File: src/rtl/cfg_pkg.sv
// rtl/cfg_pkg.sv - shared state encoding and CRC-8 helpers for the chain loader
package cfg_pkg;

   typedef enum logic [1:0] {
      IDLE   = 2'd0,
      LOAD   = 2'd1,
      VERIFY = 2'd2,
      DONE   = 2'd3
   } cfg_state_t;

   localparam logic [7:0] CRC8_POLY = 8'h07;
   localparam logic [7:0] CRC8_INIT = 8'h00;

   function automatic logic [7:0] crc8_step(input logic [7:0] crc, input logic bit_in);
      logic fb;
      fb = crc[7] ^ bit_in;
      return {crc[6:0], 1'b0} ^ (fb ? CRC8_POLY : 8'h00);
   endfunction

endpackage

File: src/rtl/cfg_crc8_serial.sv
// rtl/cfg_crc8_serial.sv - bit-serial CRC-8 accumulator with clear and enable
module cfg_crc8_serial
   import cfg_pkg::*;
(
   input  logic       prog_clk,
   input  logic       rst,
   input  logic       en,
   input  logic       clr,
   input  logic       bit_in,
   output logic [7:0] crc
);

   always_ff @(posedge prog_clk or negedge rst) begin
      if (!rst) begin
         crc <= CRC8_INIT;
      end else if (clr) begin
         crc <= CRC8_INIT;
      end else if (en) begin
         crc <= crc8_step(crc, bit_in);
      end
   end

endmodule

File: src/rtl/cfg_chain_loader.sv
// rtl/cfg_chain_loader.sv - serialises bitstream words onto the CLB scan chain and CRC-verifies it
module cfg_chain_loader
   import cfg_pkg::*;
#(
   parameter int CHAIN_LEN = 17,
   parameter int WORD_W    = 8,
   parameter int VERIFY_EN = 1
) (
   input  logic              prog_clk,
   input  logic              rst,
   input  logic              start,
   input  logic [WORD_W-1:0] cfg_data,
   input  logic              cfg_valid,
   output logic              cfg_ready,
   output logic              prog_in,
   output logic              prog_en,
   input  logic              prog_out,
   output logic              busy,
   output logic              done,
   output logic              pass,
   output logic              error
);

   localparam int CNT_W = $clog2(CHAIN_LEN + 1);
   localparam int IDX_W = (WORD_W > 1) ? $clog2(WORD_W) : 1;
   localparam logic [CNT_W-1:0] LAST_BIT = CNT_W'(CHAIN_LEN - 1);
   localparam logic [IDX_W-1:0] LAST_IDX = IDX_W'(WORD_W - 1);

   cfg_state_t        state, state_nxt;
   logic [WORD_W-1:0] word_buf;
   logic              buf_full;
   logic [IDX_W-1:0]  idx;
   logic [CNT_W-1:0]  bit_cnt;
   logic [7:0]        crc_load, crc_vfy;

   logic shift_load, chain_full, buf_last, accept, crc_clr;

   assign shift_load = (state == LOAD) && buf_full;
   assign chain_full = (bit_cnt == LAST_BIT);
   // The final word is cut short once the chain is full; its spare bits are dropped.
   assign buf_last   = (idx == LAST_IDX) || chain_full;
   assign accept     = cfg_valid && cfg_ready;
   assign crc_clr    = (state == IDLE) && start;

   always_ff @(posedge prog_clk or negedge rst) begin
      if (!rst) begin
         state <= IDLE;
      end else begin
         state <= state_nxt;
      end
   end

   always_comb begin
      state_nxt = state;
      case (state)
         IDLE:    if (start) state_nxt = LOAD;
         LOAD:    if (shift_load && chain_full) state_nxt = (VERIFY_EN != 0) ? VERIFY : DONE;
         VERIFY:  if (chain_full) state_nxt = DONE;
         DONE:    state_nxt = IDLE;
         default: state_nxt = IDLE;
      endcase
   end

   always_comb begin
      cfg_ready = 1'b0;
      prog_en   = 1'b0;
      prog_in   = 1'b0;
      busy      = 1'b0;
      done      = 1'b0;
      case (state)
         LOAD: begin
            busy      = 1'b1;
            cfg_ready = !buf_full || (buf_last && !chain_full);
            prog_en   = buf_full;
            prog_in   = buf_full && word_buf[idx];
         end
         VERIFY: begin
            busy    = 1'b1;
            prog_en = 1'b1;
            prog_in = prog_out;
         end
         DONE:    done = 1'b1;
         default: ;
      endcase
   end

   always_ff @(posedge prog_clk or negedge rst) begin
      if (!rst) begin
         word_buf <= '0;
         buf_full <= 1'b0;
         idx      <= '0;
         bit_cnt  <= '0;
         pass     <= 1'b0;
         error    <= 1'b0;
      end else begin
         case (state)
            IDLE: begin
               if (start) begin
                  buf_full <= 1'b0;
                  idx      <= '0;
                  bit_cnt  <= '0;
                  pass     <= 1'b0;
                  error    <= 1'b0;
               end
            end
            LOAD: begin
               if (shift_load) begin
                  // bit_cnt is reused as the recirculation counter, so it restarts here.
                  bit_cnt <= chain_full ? '0 : bit_cnt + CNT_W'(1);
                  if (buf_last) begin
                     buf_full <= 1'b0;
                     idx      <= '0;
                  end else begin
                     idx <= idx + IDX_W'(1);
                  end
               end
               if (accept) begin
                  word_buf <= cfg_data;
                  buf_full <= 1'b1;
                  idx      <= '0;
               end
            end
            VERIFY: bit_cnt <= bit_cnt + CNT_W'(1);
            DONE: begin
               pass  <= (VERIFY_EN != 0) && (crc_vfy == crc_load);
               error <= (VERIFY_EN != 0) && (crc_vfy != crc_load);
            end
            default: ;
         endcase
      end
   end

   cfg_crc8_serial u_crc_load (
      .prog_clk (prog_clk),
      .rst      (rst),
      .en       (shift_load),
      .clr      (crc_clr),
      .bit_in   (prog_in),
      .crc      (crc_load)
   );

   cfg_crc8_serial u_crc_vfy (
      .prog_clk (prog_clk),
      .rst      (rst),
      .en       (state == VERIFY),
      .clr      (crc_clr),
      .bit_in   (prog_out),
      .crc      (crc_vfy)
   );

endmodule

File: config.mk
export PLATFORM = sky130hd
export DESIGN_NAME = cfg_chain_loader
export DESIGN_NICKNAME = d
export VERILOG_FILES = /design/src/rtl/cfg_pkg.sv /design/src/rtl/cfg_crc8_serial.sv /design/src/rtl/cfg_chain_loader.sv
export SDC_FILE = /design/constraint.sdc
export NUM_CORES = 1
export LEC_CHECK = 0
export CAP_MARGIN = 10
export CORE_UTILIZATION = 43
export DETAILED_ROUTE_END_ITERATION = 10
export MAX_ROUTING_LAYER = met4
export SLEW_MARGIN = 20
export SYNTH_ARGS = -nofsm -noshare
export SYNTH_HDL_FRONTEND = slang
export SYNTH_SLANG_ARGS = --single-unit
File: constraint.sdc
create_clock -name prog_clk -period 2.7 [get_ports prog_clk]
set_input_delay 0.81 -clock prog_clk [delete_from_list [all_inputs] [get_ports prog_clk]]
set_output_delay 0.81 -clock prog_clk [all_outputs]
set_load 0.01 [all_outputs]
Word level (Yosys, flattened, before mapping). Cells that the tools add are included.

Flip-flop bits (word level): 37. Bits in latches: 0. Input bits: 13. Memories kept: 0. RAM bits: 0. Output and inout bits: 7. Bits in read-only memories: 0.

Divide/modulo/power cells: 0. Magnitude comparators: 1. Multiplexer cells: 33. $mul: 0. Equality and inequality tests: 13. Bitwise gates (word level): 4. Reductions and logical operators: 23. Shift operators: 0. $add $sub $neg: 2.

Operators by type and width (count): $mux W8 (4); $mux W3 (6); $xor A8 B8 Y8 (2); $mux W5 (3); $pmux W5 S3 (1); $pmux W1 S2 (5); $reduce_and A3 Y1 (3); $eq A8 B8 Y1 (1); $mux W1 (8); $ne A8 B8 Y1 (1); $pmux W2 S4 (1); $reduce_bool A2 Y1 (4); $logic_and A1 B1 Y1 (6); $mux W2 (3); $ne A2 B2 Y1 const B (3); $ne A3 B3 Y1 const B (2); $pmux W3 S2 (1); $add A5 B1 Y5 const B (1); $eq A5 B5 Y1 const B (1); $eq A2 B2 Y1 const B (2); $lt A3 B4 Y1 const B (1); $reduce_and A2 Y1 (2); $reduce_and A4 Y1 (1); $add A3 B1 Y3 const B (1); other kinds (10) (13).

Longest topological paths before layout.
Word-level depth: 9. Mapped depth: 9. Depth with buffers taken out: 7.

Cells and area by module. A second synthesis with hierarchy kept.

Cells, all modules: 189. Area total of the unflattened synthesis: 2063.2 um^2.

Modules (own cells, without submodules): cfg_chain_loader (area each 1317.5 um^2, instances 1, seq. area each 525.5 um^2, cells an instance 125); cfg_crc8_serial (area each 372.9 um^2, instances 2, seq. area each 200.2 um^2, cells an instance 32).

Worst setup path before layout. Ideal clock, no wire load.

Path type: flip-flop to output port. Start point: reg state[0]. End point: out prog_in. Slack: 0.357 ns. Required time: 1.890 ns. Arrival: 1.533 ns. Cell stages (with the launch flop): 7. Buffers on the path: 2. Cells stage by stage: dfrtp_1 inv_1 ha_1 clkbuf_1 buf_1 a21oi_1 nor2_1.

Cells in the longest elaborated chain, start to end: 2.

Ends and longest elaborated chain: from (decl) (RTL line cfg_chain_loader.sv:29) `cfg_state_t state, state_nxt;`; from (signal assigned) (RTL line cfg_chain_loader.sv:49) `state <= state_nxt;`; $eq A2 B2 Y1 / $eq A2 B1 Y1 (equally long branches) (RTL line cfg_chain_loader.sv:70) `case (state)`; $pmux W1 S2 (*) (RTL line cfg_chain_loader.sv:70); to (decl) (RTL line cfg_chain_loader.sv:15) `output logic prog_in,`.

Every way passes the cells marked *; elsewhere a longest branch is shown, timed or not.

Worst setup path in the final report.
Start point: reg idx[2]. End point: out prog_in.

Cells in the longest elaborated chain, start to end: 4.

Ends and longest elaborated chain: from (decl) (RTL line cfg_chain_loader.sv:32) `logic [IDX_W-1:0] idx;`; from (signal assigned) (RTL line cfg_chain_loader.sv:114) `idx <= idx + IDX_W'(1);`; $bmux W1 S3 (RTL line cfg_chain_loader.sv:75) `prog_in = buf_full && word_buf[idx];`; $mux W1 (implied by the code) (RTL line cfg_chain_loader.sv:75); $logic_and A1 B1 Y1 (RTL line cfg_chain_loader.sv:75); $pmux W1 S2 (RTL line cfg_chain_loader.sv:70).

No other way between the ends. The select of a mux whose other input is x is not followed.

==> results.txt <==
----------------------------------------------------
[GRT]
  Global route overflow ... 0
  Antenna violations before repair ... 0
  Global-route total usage across every layer ... 0.197
  Wire length of the first global-routing pass ... 7420 um
  Via count of the first global-routing pass ... 1644
  Largest net degree at the start of global routing ... 38

[Setup path]
  Crit path launch ... idx[2]
  CP required ... 1.89 ns
  Classification of the worst setup path ... reg2out
  Arrival time at the worst endpoint ... 1.81 ns
  Maximum fanout along the worst path ... 5
  Critical Path Source Type ... flop
  Reg2reg path depth ... 6
  Dominant delay contributor by cell family on the critical path ... multiplexers
  Register-to-register setup slack ... 0.51 ns
  Critical R2R Capture ... u_crc_load.crc[2]
  Type of element capturing the critical path ... output port
  Logic depth of the worst path, buffers included ... 6
  Buffers plus inverters on the worst setup path ... 1
  CP peak stage delay ... 0.51 ns
  Slowest cell on the critical path ... mux4_2
  Series of cell instances along the critical path ... mux2i_1 > mux4_2 > nor2_2 > a21oi_1 > nor2_1 > buf_2
  Worst reg2reg startpoint ... idx[2]
  Crit path capture ... prog_in

[Drt]
  Final wirelength ... 4270 um
  Number of nets with antenna violations after routing ... 0
  Vias per inst ... 5.52
  Overall via count from detail_route ... 1568
  Residual DRC ... 0
  Drt pass-1 iters ... 4
  Violation count after the first detailed-route iteration ... 74
  WL/cell ... 15.0 um

[Timing]
  Worst Slack Setup Final ... 0.0775 ns
  Tmin final ... 2.62 ns
  Worst clock skew on the final layout ... 0.00385 ns
  Worst slack on hold paths ... 0.506 ns
  Unrepaired setup endpoints after global routing ... yes
  Setup-violating endpoint count in the final report ... 0
  Relative slew slack ... 0.589
  Final Hold Viols ... 0
  Final number of max-transition violations ... 0
  Slew at the pin closest to its max-slew limit ... 0.608 ns
  Maximum clock frequency ... 381 MHz
  Period utilisation layout ... 0.971

[Yosys]
  Proportion of synthesized chip area in sequential cells ... 0.460
  Share of synthesized flip-flops with an asynchronous set or reset ... 1.00
  Number of cells produced by synthesis ... 201
  Synthesized cell area ... 2010 um2
  Number of enable flip-flop cells after synthesis ... 0
  Primary FF master, synth ... dfrtp_1
  Average instance area after synthesis ... 10.0 um2
  Number of warnings issued by yosys ... 0
  Yosys reg bits ... 37
  Number of distinct library cells after synthesis ... 40
  Net count after synthesis ... 223

[Clock network]
  Root cell of the clock tree ... clkbuf_8
  Insertion delay to the later sink of the worst-skew pair ... 0.29 ns
  CTS tree ... yes
  Number of buffers created by CTS ... 5
  Clock Pin Slew Worst Setup and Hold Paths ... 0.07 ns
  Post-CTS Hold Buffers ... 0
  H-tree depth ... 2
  Buffers from clock root to sink, at most ... 2
  Number of clock sinks ... 37

[Cells and area]
  Number of nets in the finished design ... 253
  Most common cell after layout, fill and taps aside ... dfrtp_1
  Util after Layout ... 0.546
  Seq. cell area ... 927 um2
  Most frequent cells in the layout ... dfrtp_1 (36), nand2_1 (23), nor2_1 (16), clkdlybuf4s50_1 (16), buf_4 (13)
  Area of the multi-input gates ... 1020 um2
  Number of fill cells in the layout ... 417
  Fraction of layout cells with a size suffix above 1 ... 0.164
  Growth of design area from synthesis to finish ... 19.9%
  Count of inserted antenna diode cells ... 0

[Power]
  Power Internal ... 1.50 mW
  Share of total power in combinational logic ... 0.495
  Net switching fraction of the power ... 0.400
  Leakage Power ... 1.11 nW
  Clock power share ... 0.149
  Sequential share of power ... 0.356
  Total power of the final layout ... 2.50 mW
  Pwr Density ... 1040 nW/um2
  Worst IR Drop VDD ... 0.347 mV
  Net load switching power ... 1.00 mW

[Floorplanning]
  Std-Cell Rows ... 24
  Effective utilization at floorplan ... 0.456
  Die Outline Area ... 4960 um2
  Ports placed on the boundary ... 20
  Floorplan die height ... 70.4 um
  Die boundary width ... 70.4 um
  Area of the core ... 4410 um2

[Placed design]
  Worst setup slack before clock tree synthesis ... -0.118 ns
  Hpwl dp ... 3080 um
  Number of port buffers ... 19
  Last weighted congestion value of the routability-driven placer ... 0.746

[Status]
  Outcome ... complete, no violations

[Job]
  Max cap viols ... 0

[Min path]
  Path category of the worst min-delay check ... reg2reg

----------------------------------------------------
==> Yosys cell counts, drive strengths merged, types with 2 or more instances <==
library cell  number  share of area
a211oi             3          0.011
and2               2         0.0062
mux2               9          0.050
a22o               2         0.0093
or3                2         0.0062
nor2              17          0.032
nor2b              4          0.012
nand2             23          0.043
nand2b             2         0.0062
inv                8          0.015
o21ai             12          0.030
clkbuf             4         0.0075
a21oi             12          0.030
mux2i             11          0.055
ha                 9          0.056
buf                5          0.017
nor4               4          0.012
xor2               9          0.039
nand3              5          0.012
nor3               4          0.010
and4               2         0.0087
xnor2              3          0.013
dfrtp             37           0.46
==> flip-flops by register name (all words and copies together), names as in the netlist <==
signal	flops
state	2
word_buf	8
u_crc_vfy.crc	8
idx	3
u_crc_load.crc	8
buf_full	1
pass	1
error	1
bit_cnt	5
==> power groups by stage <==
stage               sequential [mW]  combinational, mW  clock [mW]
floorplan                     0.862              0.820           0
global placement              0.892               1.15           0
detailed placement            0.900               1.21           0
CTS                           0.890               1.24       0.386
global route                  0.914               1.39       0.410
finish                        0.890               1.24       0.373
==> what timing repair did <==
| item | 4_1_cts | 5_1_grt |
|---|---|---|
| buffers inserted | 1 | 0 |
| resized for setup | 9 | 3 |
| endpoints found under the setup margin | 3 | 2 |
| pin swaps | 0 | 1 |
==> final cells by class <==
| class | instances | area share |
|---|---|---|
| multi-input cells | 147 | 0.424 |
| repair buffers | 32 | 0.118 |
| clock inverters | 2 | 0.00415 |
| clock buffers | 6 | 0.0301 |
| inverters | 8 | 0.0124 |
| well taps | 52 | 0.0270 |
| flip-flops and latches | 37 | 0.384 |
==> per-stage QoR <==
step                instances   TNS, ns  cell area [um2]
floorplan                 201         0             2010
global placement          275    -0.132             2310
detailed placement        275    -0.118             2310
CTS                       284  -0.00345             2410
global route              284   -0.0317             2410
finish                    284         0             2410
==> metal layers <==
| metal | track usage | share of wire | wire length (um) | vias to the layer above |
|---|---|---|---|---|
| met5 | - | 0 | 0 | - |
| met4 | 0.0756 | 0.023 | 96 | 0 |
| met3 | 0.0462 | 0.038 | 163 | 10 |
| met2 | 0.320 | 0.49 | 2070 | 36 |
| met1 | 0.238 | 0.45 | 1930 | 767 |
| li1 | - | - | - | 755 |
==> kinds of logic (layout without fill, tap and decap cells) <==
| logic type | count (synthesis) | in the layout | synth area share |
|---|---|---|---|
| flops | 37 | 37 | 0.460 |
| xor+xnor | 12 | 12 | 0.0522 |
| buf+inv | 17 | 48 | 0.0398 |
| simple gates | 69 | 69 | 0.169 |
| compound gates | 36 | 36 | 0.107 |
| mux | 21 | 21 | 0.116 |
| fa+ha+maj | 9 | 9 | 0.0560 |
==> how the worst min path moves through the flow <==
stage | start | endpoint | cells after the start | slack, ns
floorplan | word_buf[0] | word_buf[0] | 1 | 0.48
global placement | pass | pass | 2 | 0.48
detailed placement | word_buf[2] | word_buf[2] | 1 | 0.49
CTS | word_buf[2] | word_buf[2] | 1 | 0.51
global route | pass | pass | 2 | 0.54
finish | word_buf[2] | word_buf[2] | 1 | 0.51
Power figures use the tool's default switching activity.
